File: src/rtl/ram_arbiter.sv
// ram_arbiter: round-robin sharing of one single-port RAM between instruction and data caches.
// Command reaches the RAM 1 cycle after grant; ready follows 1 cycle after the stall drops; the loser waits in IDLE.
module ram_arbiter #(
  parameter int TIMEOUT = 1024
) (
  input  logic        clock,
  input  logic        reset,

  input  logic        instReq,
  input  logic [31:0] instAddress,
  output logic        instReady,
  output logic [31:0] instData,

  input  logic        dataReq,
  input  logic        dataWrite,
  input  logic [31:0] dataAddress,
  input  logic [31:0] dataValue,
  output logic        dataReady,
  output logic [31:0] dataData,

  output logic [31:0] ramAddress,
  output logic [31:0] ramValue,
  output logic        ramRead,
  output logic        ramWrite,
  input  logic        ramStall,
  input  logic [31:0] ramData,

  output logic        grantInst,
  output logic        timeoutError
);

  localparam logic [1:0] IDLE   = 2'd0;
  localparam logic [1:0] BUSY_I = 2'd1;
  localparam logic [1:0] BUSY_D = 2'd2;
  localparam logic [1:0] RESP   = 2'd3;

  localparam logic [16:0] WD_LIMIT = 17'(TIMEOUT);

  typedef struct packed {
    logic [31:0] address;
    logic [31:0] value;
    logic        write;
  } cmd_t;

  logic [1:0]  state;
  cmd_t        cmd;
  logic        lastGrantData;
  logic [15:0] wdCount;
  logic        wdExpire;
  logic        grantI;
  logic        grantD;
  logic        busy;
  logic        finish;

  assign ramAddress = cmd.address;
  assign ramValue   = cmd.value;

  // On a tie the requester that did not win last time gets the RAM.
  always_comb begin
    grantI = 1'b0;
    grantD = 1'b0;
    if (state == IDLE) begin
      if (instReq && (!dataReq || lastGrantData)) begin
        grantI = 1'b1;
      end else if (dataReq) begin
        grantD = 1'b1;
      end
    end
  end

  // Expiry fires on the stalled cycle that brings the count up to TIMEOUT.
  assign busy     = (state == BUSY_I) || (state == BUSY_D);
  assign wdExpire = (TIMEOUT != 0) && ramStall && (({1'b0, wdCount} + 17'd1) >= WD_LIMIT);
  assign finish   = busy && (!ramStall || wdExpire);

  always_ff @(posedge clock) begin
    if (reset) begin
      state         <= IDLE;
      cmd           <= '0;
      lastGrantData <= 1'b1;
      wdCount       <= 16'd0;
      ramRead       <= 1'b0;
      ramWrite      <= 1'b0;
      instReady     <= 1'b0;
      dataReady     <= 1'b0;
      instData      <= 32'd0;
      dataData      <= 32'd0;
      grantInst     <= 1'b0;
      timeoutError  <= 1'b0;
    end else begin
      instReady <= 1'b0;
      dataReady <= 1'b0;
      case (state)
        IDLE: begin
          if (grantI) begin
            cmd           <= '{address: instAddress, value: 32'd0, write: 1'b0};
            ramRead       <= 1'b1;
            ramWrite      <= 1'b0;
            grantInst     <= 1'b1;
            lastGrantData <= 1'b0;
            wdCount       <= 16'd0;
            state         <= BUSY_I;
          end else if (grantD) begin
            cmd           <= '{address: dataAddress, value: dataValue, write: dataWrite};
            ramRead       <= !dataWrite;
            ramWrite      <= dataWrite;
            grantInst     <= 1'b0;
            lastGrantData <= 1'b1;
            wdCount       <= 16'd0;
            state         <= BUSY_D;
          end
        end
        BUSY_I, BUSY_D: begin
          if (finish) begin
            ramRead   <= 1'b0;
            ramWrite  <= 1'b0;
            grantInst <= 1'b0;
            state     <= RESP;
            if (ramStall) begin
              timeoutError <= 1'b1;
            end
            // An aborted read returns all ones so the requester sees a poisoned word.
            if (state == BUSY_I) begin
              instReady <= 1'b1;
              instData  <= ramStall ? 32'hFFFF_FFFF : ramData;
            end else begin
              dataReady <= 1'b1;
              if (!cmd.write) begin
                dataData <= ramStall ? 32'hFFFF_FFFF : ramData;
              end
            end
          end else if (wdCount != 16'hFFFF) begin
            wdCount <= wdCount + 16'd1;
          end
        end
        default: begin
          state <= IDLE;
        end
      endcase
    end
  end

endmodule

File: config.mk
export PLATFORM = sky130hd
export DESIGN_NAME = ram_arbiter
export DESIGN_NICKNAME = d
export VERILOG_FILES = /design/src/rtl/ram_arbiter.sv
export SDC_FILE = /design/constraint.sdc
export NUM_CORES = 1
export LEC_CHECK = 0
export BUFFER_PORTS_ARGS = -buffer_cell sky130_fd_sc_hd__buf_2
export CAP_MARGIN = 40
export CORE_ASPECT_RATIO = 1.25
export CORE_UTILIZATION = 35
export DETAILED_ROUTE_END_ITERATION = 12
export PLACE_DENSITY = 0.58
export REMOVE_ABC_BUFFERS = 1
export SYNTH_ARGS = -nofsm -noshare
export SYNTH_HDL_FRONTEND = slang
export SYNTH_SLANG_ARGS = --single-unit
File: constraint.sdc
create_clock -name clock -period 3.15 [get_ports clock]
set_clock_uncertainty 0.15 [all_clocks]
set_input_delay 0.1575 -clock clock [delete_from_list [all_inputs] [get_ports clock]]
set_output_delay 0.1575 -clock clock [all_outputs]
set_load 0.01 [all_outputs]
==> metrics.cfg <==
[status]
outcome=completed

[final_layout]
layout.nets=1180
drive_gt1_share_pct=30.90
areaGrowthSynthToFinish_pct=44.27
final.fill_count=1703
layout_common_cells=buf_2 (267), dfxtp_1 (154), dlygate4sd3_1 (130)
final_common_cell=buf_2
final_cells=1289
final_core_util_pct=51.94
fin_area_um2=9791

[floorplan]
start_util_pct=36.01
die-width_um=126.5
core_area_um2=18850
rows=56
die_h_um=157.7
io_pins=268
fp.dieArea_um2=19950

[grt]
first_global_vias=6227
grt_max_degree=81
grt_pass1_wl_um=30690
track_usage_pct=19.42
overflow=0
antenna_found_initial=1

[timing]
grt_setup_unrepaired=no
setup_viol=0
fin_tns_setup_ps=0
slew_headroom_pct=41.37
period_share_pct=90.62
final_max_slew_viol_count=0
hold_viol_final=0
post-route-min-period_ps=2855
fmax_mhz=350.3
worst_pin_slew_ps=873.5

[clock_network]
cts_root_buffer=clkbuf_16
clk_latency_ps=420
ctsHtreeMaxLevel=4
clock_tree.buffer_depth=2
cts_tree=yes
clock_sinks=154
numCtsBuffers=17
clkTransAtPathRegs_ps=70

[logic_synthesis]
synthArstFlopShare_pct=0
synthMuxAreaShare_pct=14.64
synth.top_cell.area_share_pct=45.43
synth_xor_area_share_pct=0.3872
synth_adder_area_share_pct=0.7375
ys_ff_latch=154
synth_edf_count=0
syn_area_um2=6787
yosysTopAreaCell=dfxtp_1
synth_seq_area_share_pct=45.43
syn_area_per_cell_um2=9.348
synthCells=726
yosysUniqueCellTypes=53
netlist_top_cells_area=dfxtp_1 (45%), mux2i_1 (14%), buf_4 (7.7%)
synth_flop_cell=dfxtp_1
synth_compound_area_share_pct=14.79
synth_top_family_by_area=compound AO/OA/AOI/OAI gates
synth_warnings=0
synth-simple-area-share_pct=13.15

[pwr]
power.density_nw_per_um2=733.0
ir_drop_v=0.0004145
fin_total_pwr_mw=7.177
leakage_nw=4.882

[detailed_routing]
first_pass_iters=5
post-route-drc-count=0
vias_per_cell=4.914
wl_um=19550
drtIter0Drc=287
vias=6334
ant_nets=0
post_drt_wl_per_cell_um=15.17

[worst_hold_path]
hold_path.class=in2reg
holdCritStartpoint=dataReq

[worst_setup_path]
ff2ff_setup_slack_ps=300
arrival_ps=3050
required_ps=3340
crit_path_start=wdCount[0]$_SDFFE_PP0P_
cp-start-kind=flop
r2r-start=wdCount[0]$_SDFFE_PP0P_
end_kind=flop
critical_path.max_fanout=18
path_class=reg2reg

[placement]
gp_congestion=0.7985
io_buffer_count=267
dp_hpwl_um=12410
dp.cells=1125
dpl_cell_area_um2=7880

[flow_run]
drv_cap=0

cell type report:
cell class | instances | area [um^2] | share of cell area, %
clock buffers | 18 | 429.2 | 4.383
flip-flops and latches | 154 | 3083 | 31.49
inverters | 9 | 33.78 | 0.3450
multi-input cells | 448 | 2974 | 30.38
repair buffers | 412 | 2800 | 28.60
diodes | 2 | 5.005 | 0.05112
clock inverters | 14 | 175.2 | 1.789
well taps | 232 | 290.3 | 2.965
state kept, by name (all words and copies together), names as in the netlist, 2 cells and up:
signal      flops
dataData       32
instData       32
ramAddress     32
ramValue       32
wdCount        16
state           2
logic make-up (layout without fill, tap and decap cells):
family          after synthesis  count (layout)
mux                          99              99
fa+ha+maj                     4               4
flops                       154             154
simple gates                201             201
xor+xnor                      3               3
compound gates              141             141
other cells                   0               2
buf+inv                     124             453
Yosys cell counts, drive strengths merged, types with 3 or more instances:
master and instances:
a211oi 33, a21o 3, a21oi 3, a22oi 32
a31oi 3, a32oi 3, and2 7, buf 78
clkbuf 37, dfxtp 154, ha 4, inv 9
mux2i 97, nand2 82, nand2b 4, nand3 5
nand4 6, nor2 72, nor2b 3, nor3 6
nor4 8, o211ai 3, o21a 3, o21ai 39
o311ai 3, or3 3
repair_timing:
item | CTS | global route
hold buffers | 130 | 0
setup buffers | 0 | 0
hold endpoints to repair | 133 | 0
resized for setup | 0 | 0
report_power, final:
group	internal [mW]	switching (mW)
Sequential	2.40	0.236
Combinational	1.12	1.32
Clock	1.21	0.901
critical path, cell delays in order (launching register included):
cell      delay [ps]
dfxtp_1          420
ha_1             250
nand4_1          230
nor4_4           350
mux2i_1          160
or2_1            410
o211ai_4         230
buf_4            340
mux2i_1          240
per-layer routing:
| layer | vias to the layer above | wire length (um) | GRT usage (%) |
|---|---|---|---|
| met2 | 249 | 9395 | 33.65 |
| met4 | 0 | 350 | 6.827 |
| met1 | 2942 | 8378 | 22.89 |
| met3 | 18 | 1427 | 5.542 |
| met5 | - | 0 | 0 |
| li1 | 3125 | - | - |
through the flow:
stage / setup slack, ps / hold WS (ps)
finish: 295.4 / 138.8
global route: 62.75 / 174.7
CTS: 283.0 / 117.1
detailed placement: 333.4 / 262.4
global placement: 403.5 / 253.5
floorplan: -377.6 / 76.57
worst paths after layout:
check	to	depth (start not counted)
setup reg to reg	instData[15]$_SDFFE_PP0P_	8
setup / recovery	instData[15]$_SDFFE_PP0P_	8
hold / removal	cmd[0]$_SDFFE_PP0P_	4
hold reg to reg	dataData[17]$_SDFFE_PP0P_	2
Power figures use the tool's default switching activity.
